$ cat src/rtl/fetch_queue.sv
// fetch_queue
//   Instruction fetch queue between the PC/InstMem fetch stage and decode.
//   Each fetched {pc, inst} pair is captured into a DEPTH-entry circular
//   FIFO and handed to decode with a valid/ready handshake, so a decode
//   stall does not immediately stall fetch. A synchronous flush (taken
//   branch / redirect) drops every queued entry.
//
// Parameters
//   XLEN   width of PC and instruction words
//   DEPTH  number of entries (power of two, >= 2)
//
// Ports
//   clk, rst              clock; asynchronous active-high reset
//   flush                 discard all entries at the next edge
//   in_valid/in_ready     fetch-side handshake, carries in_pc/in_inst
//   out_valid/out_ready   decode-side handshake, carries out_pc/out_inst
//   count                 occupied entries (registered)
//
// Configuration
//   FETCH_Q_BYPASS_EN     when defined, an empty queue forwards the incoming
//                         pair to decode combinationally; if decode takes it
//                         in the same cycle it is never stored.

module fetch_queue #(
    parameter int XLEN  = 32,
    parameter int DEPTH = 4
) (
    input  logic                     clk,
    input  logic                     rst,
    input  logic                     flush,
    input  logic                     in_valid,
    input  logic [XLEN-1:0]          in_pc,
    input  logic [XLEN-1:0]          in_inst,
    output logic                     in_ready,
    output logic                     out_valid,
    output logic [XLEN-1:0]          out_pc,
    output logic [XLEN-1:0]          out_inst,
    input  logic                     out_ready,
    output logic [$clog2(DEPTH):0]   count
);

    localparam int AW = $clog2(DEPTH);
    localparam int CW = AW + 1;
    localparam logic [CW-1:0] FULL = CW'(DEPTH);

    typedef struct packed {
        logic [XLEN-1:0] pc;
        logic [XLEN-1:0] inst;
    } entry_t;

    entry_t          mem [DEPTH];
    logic [AW-1:0]   wr_ptr;
    logic [AW-1:0]   rd_ptr;
    logic            q_valid;
    logic            byp;
    logic            push;
    logic            pop;
    logic            store;
    logic            q_pop;

    assign q_valid  = (count != '0);

    // in_ready comes from registered state plus rst/flush only; it must not
    // see out_ready, so a full queue refuses a push even while it pops.
    assign in_ready = !rst && !flush && (count != FULL);

`ifdef FETCH_Q_BYPASS_EN
    // Empty queue: show the incoming pair straight to decode. rst is included
    // so out_valid stays low throughout reset.
    assign byp = !rst && !flush && in_valid && !q_valid;
`else
    assign byp = 1'b0;
`endif

    assign out_valid = !flush && (q_valid || byp);
    assign out_pc    = byp ? in_pc   : mem[rd_ptr].pc;
    assign out_inst  = byp ? in_inst : mem[rd_ptr].inst;

    assign push  = in_valid && in_ready;
    assign pop   = out_valid && out_ready;
    // A bypassed pair taken by decode this cycle is consumed, not stored;
    // a queue pop only happens when the head came from storage.
    assign store = push && !(byp && pop);
    assign q_pop = pop && !byp;

    // Storage has no reset: its contents are only observable behind count.
    always_ff @(posedge clk) begin
        if (store) begin
            mem[wr_ptr].pc   <= in_pc;
            mem[wr_ptr].inst <= in_inst;
        end
    end

    always_ff @(posedge clk or posedge rst) begin
        if (rst) begin
            wr_ptr <= '0;
            rd_ptr <= '0;
            count  <= '0;
        end else if (flush) begin
            wr_ptr <= '0;
            rd_ptr <= '0;
            count  <= '0;
        end else begin
            // DEPTH is a power of two, so pointers wrap naturally.
            if (store) wr_ptr <= wr_ptr + AW'(1);
            if (q_pop) rd_ptr <= rd_ptr + AW'(1);
            case ({store, q_pop})
                2'b10:   count <= count + CW'(1);
                2'b01:   count <= count - CW'(1);
                default: count <= count;
            endcase
        end
    end

endmodule

$ cat config.mk
export PLATFORM = sky130hd
export DESIGN_NAME = fetch_queue
export DESIGN_NICKNAME = d
export VERILOG_FILES = /design/src/rtl/fetch_queue.sv
export SDC_FILE = /design/constraint.sdc
export NUM_CORES = 1
export LEC_CHECK = 0
export BUFFER_PORTS_ARGS = -buffer_cell sky130_fd_sc_hd__clkbuf_2
export CAP_MARGIN = 20
export CORE_UTILIZATION = 40
export CTS_CLUSTER_DIAMETER = 40
export DETAILED_ROUTE_END_ITERATION = 7
export GPL_ROUTABILITY_DRIVEN = 1
export MAX_ROUTING_LAYER = met4
export SYNTH_ARGS = -nofsm -noshare
export SYNTH_HDL_FRONTEND = slang
export SYNTH_SLANG_ARGS = --single-unit
$ cat constraint.sdc
create_clock -name clk -period 4.8 [get_ports clk]
set_clock_uncertainty 0.1 [all_clocks]
set_input_delay 0.72 -clock clk [delete_from_list [all_inputs] [get_ports clk]]
set_output_delay 0.72 -clock clk [all_outputs]
set_load 0.05 [all_outputs]
Word-level counts from Yosys, hierarchy flattened
Memories as Yosys holds them, arrays and structs flattened. Index checks and enable logic that the tools add are counted.

Bits in registers: 7. RAM bits: 256. Input port bits: 69. Output and inout port bits: 69. Word-level logic and storage cells: 30. Memories kept: 1.

$add $sub $neg: 4. Equal/unequal tests: 3. Multiplexer cells: 8. Reductions and logical operators: 11.

Memories: mem (depth 4, width 64, rd ports 1, clocked after memory_dff 0, wr ports 1, RTL line 51) `entry_t mem [DEPTH];`.

Operator list (count): 2-bit 2-to-1 mux (4); 3-bit one-hot mux with 2 select lines (1); 3-bit nonzero test (2); 1-bit logical AND (5); 2-bit by 1-bit adder with 2-bit output, second input constant (2); 2-bit nonzero test (2); 3-bit by 1-bit adder with 3-bit output, second input constant (1); 3-bit 2-to-1 mux (1); 3-bit inequality test, second input constant (1); 3-bit by 1-bit subtractor with 3-bit output, second input constant (1); 2-bit by 1-bit equality test with 1-bit output, second input constant (1); 2-bit equality test, second input constant (1); 1-bit logical NOT (2); 1-bit 2-to-1 mux (2).

Longest topological paths before layout
Word-level depth: 7. Depth in mapped cells: 7. Gate-level depth less buffers: 6.

Worst setup path before layout
OpenSTA, ideal clock, no wires.

Path kind: input -> register. Start point: input flush. End point: memory mem[0][0] (netlist bit) (enable). Arrival: 2.945 ns. Data required time: 4.271 ns. Slack: 1.326 ns. Stages on the path: 4. Path buffers: 1. Path through: or3b_1 > buf_6 > nor2_8 > and2_1.

Cells in the longest elaborated chain, start to end: 6.

RTL lines: from (decl) (RTL line 30) `input logic flush,`; 1-bit logical NOT (RTL line 65) `assign in_ready = !rst && !flush && (count != FULL);`; 1-bit logical AND (2 in series) (RTL line 65); 1-bit logical AND (RTL line 79) `assign push = in_valid && in_ready;`; 1-bit 2-to-1 mux (RTL line 88) `if (store) begin`; 1-bit 2-to-1 mux (not written as such) (RTL line 90) `mem[wr_ptr].inst <= in_inst;`; to (decl) (RTL line 51).

No other way between the ends.

Final worst setup path
Start point: register rd_ptr[0]. End point: output out_inst[3].

Cells in the longest elaborated chain, start to end: 1.

RTL lines: from (decl) (RTL line 53) `logic [AW-1:0] rd_ptr;`; from (signal assigned) (RTL line 106) `if (q_pop) rd_ptr <= rd_ptr + AW'(1);`; memory 4 x 64 bit; to (decl) (RTL line 37) `output logic [XLEN-1:0] out_inst,`.

No other way between the ends.

==> flow_metrics.tcl <==
set metrics [dict create \
    post_cts_resized 0 \
    status "finished, final reports clean" \
    cts.sinks 263 \
    syn_inst 397 \
    io_pins 138 \
    total_power_uw 5350 \
    place_ws_ns 1.67 \
    critPathTopFamily "buffers and inverters" \
    start_util 0.412 \
    antenna_found_initial 3 \
    routabilityCongestion 0.809 \
    r2r-start "count[2]" \
    final_nets 630 \
    via_per_inst 4.93 \
    clkTransAtPathRegs_ns 0.05 \
    critPathSlowestCell "dfrtp_4" \
    die_y_um 158 \
    first_pass_iters 4 \
    clock_latency_ns 0.48 \
    htreeDepth 2 \
    cts_buffer_depth 3 \
    cellPowerDensity_nw_per_um2 447 \
    slew_viol_final 0 \
    finalHoldViolCount 0 \
    crit_arrival_ns 2.46 \
    fin_ws_ns 1.52 \
    synth_nets 471 \
    die-area_um2 25100 \
    area_growth_pct 22.3 \
    die_width_um 158 \
    cts_root_buffer "clkbuf_16" \
    max_stage_delay_ns 0.66 \
    grt_pass1_wl_um 27100 \
    synth-edff-count 256 \
    synth-main-ff-cell "edfxtp_1" \
    max_freq_ghz 0.305 \
    p_leak_uw 0.00402 \
    crit_type "reg -> out" \
    setup_viol 0 \
    synth_cell_type_count 30 \
    grt-ovfl-total 0 \
    worst-path-buf-inv 2 \
    cts_tree "built" \
    tightest_slew_ns 0.996 \
    rr_worst_depth 3 \
    cap_violations 0 \
    crit_chain "buf_12 > mux4_2 > clkbuf_2" \
    grt_pass1_vias 4947 \
    vias 4440 \
    drc 0 \
    coreArea_um2 23800 \
    grt_use_total 0.153 \
    fin_crit_sh 0.683 \
    ir_drop_mv 0.221 \
    rsz0062_at_grt "false" \
    dp_hpwl_um 10200 \
    slew_headroom 0.336 \
    yosysWarnings 0 \
    row_count 56 \
    drive_gt1_frac 0.453 \
    routedWlPerCell_um 19.8 \
    postSynthRegisterBits 263 \
    crit_start "rd_ptr[0]" \
    syn_area_um2 9790 \
    cts_buffers 36 \
    fin_util 0.504 \
    tns_ns 0 \
    io_buffer_count 137 \
    crit_path_end "out_inst[3]" \
    cts_setup_buffers 0 \
    cp_num_cells 3 \
    async_reset_ff_frac 0.0266 \
    cp_max_fo 49 \
    r2r_slack_ns 2.55 \
    cp-end-kind "output pin" \
    drtIter0Drc 259 \
    route.antenna.remaining_nets 0 \
    hold_class "in -> async" \
    ys_seq_area_frac 0.803 \
    hold_buffers 0 \
    detail_route.wirelength_um 17900 \
    critPathLaunchType "flop" \
    period_minus_slack_ns 3.28 \
    synth_area_per_cell_um2 24.7 \
    crit_required_ns 3.98 \
    grt_max_degree 66 \
    r2r-end "mem[3][58]" \
]
[sequential cells by signal (all words and copies together) (netlist names)]
| name | cells |
|---|---|
| mem | 256 |
| count | 3 |
| rd_ptr | 2 |
| wr_ptr | 2 |
[cells in the final DEF (no fill, tap or decap), drive strengths merged]
cell | netlist | routed
mux4 | 64 | 64
o32ai | 1 | 1
buf | 10 | 1
a31oi | 1 | 1
nand2b | 3 | 3
clkbuf | 7 | 178
bufinv | 0 | 4
xnor2 | 3 | 3
nor3b | 2 | 2
diode | 0 | 3
xor2 | 3 | 3
a2111o | 1 | 1
or3b | 1 | 1
ha | 4 | 4
nor2b | 1 | 1
a21oi | 1 | 1
nand3b | 1 | 1
and2 | 4 | 4
dfrtp | 7 | 7
clkinvlp | 0 | 2
fa | 1 | 1
nor2 | 9 | 9
edfxtp | 256 | 256
inv | 5 | 5
o21ai | 4 | 4
o21a | 1 | 1
nor3 | 4 | 4
nand2 | 1 | 1
mux2i | 2 | 2
clkinv | 0 | 13
[worst register-to-register path: stages (launching register included)]
cell and delay (ns):
dfrtp_1 0.46, nor3b_2 0.24, nor2_8 0.19, and2_4 0.84
[power breakdown]
part	switching, uW	internal [uW]
Clock	879	1610
Sequential	12.6	2550
Combinational	207	94.0
[Yosys cell counts (2+ instances only)]
master,n,area share
clkbuf_1,7,0.0027
nor2_1,8,0.0031
nor3_1,4,0.0020
edfxtp_1,256,0.79
nand2b_1,3,0.0019
mux4_2,64,0.15
buf_2,5,0.0026
ha_1,4,0.0051
xnor2_1,3,0.0027
dfrtp_1,7,0.018
buf_4,4,0.0031
xor2_1,3,0.0027
nor3b_2,2,0.0026
and2_1,4,0.0026
o21ai_0,3,0.0015
mux2i_1,2,0.0020
inv_1,5,0.0019
[cell families after synthesis]
family	after synthesis	synth area share
compound gates	9	0.00677
xor+xnor	6	0.00537
fa+ha+maj	5	0.00716
buf+inv	22	0.0114
flops	263	0.803
mux	66	0.149
simple gates	26	0.0169
[worst min path at each step]
stage | startpoint | endpoint | slack [ns] | cells after the start
6_report | rst | rd_ptr[0] | 0.09 | 2
5_1_grt | rst | rd_ptr[0] | 0.1 | 2
4_1_cts | rst | rd_ptr[0] | 0.08 | 2
3_5_place_dp | wr_ptr[1] | wr_ptr[1] | 0.50 | 2
3_3_place_gp | wr_ptr[1] | wr_ptr[1] | 0.47 | 2
2_1_floorplan | rst | count[0] | 0.42 | 1
[layer usage]
layer / vias to the layer above / wire length, um / global-route usage
li1: 2000 / - / -
met1: 2289 / 7190 / 0.175
met2: 116 / 9190 / 0.256
met3: 35 / 1160 / 0.0449
met4: 0 / 322 / 0.0517
met5: - / 0 / -
[area by class of cell]
| type | count | area, um^2 |
|---|---|---|
| clock inverters | 19 | 200 |
| well taps | 319 | 399 |
| clock buffers | 41 | 941 |
| fillers | 1907 | 11800 |
| diodes | 3 | 7.51 |
| flip-flops and latches | 263 | 7870 |
| inverters | 5 | 18.8 |
| repair buffers | 138 | 706 |
| multi-input cells | 112 | 1830 |
[stage by stage]
stage,cell area (um^2),instances,hold WS (ns)
final,12000,900,0.0944
after global routing,12000,900,0.0980
after CTS,12000,897,0.0776
after detailed placement,10800,837,0.501
after global placement,10800,837,0.466
after floorplan,9790,397,0.423
(Power assumes the default switching activity.)
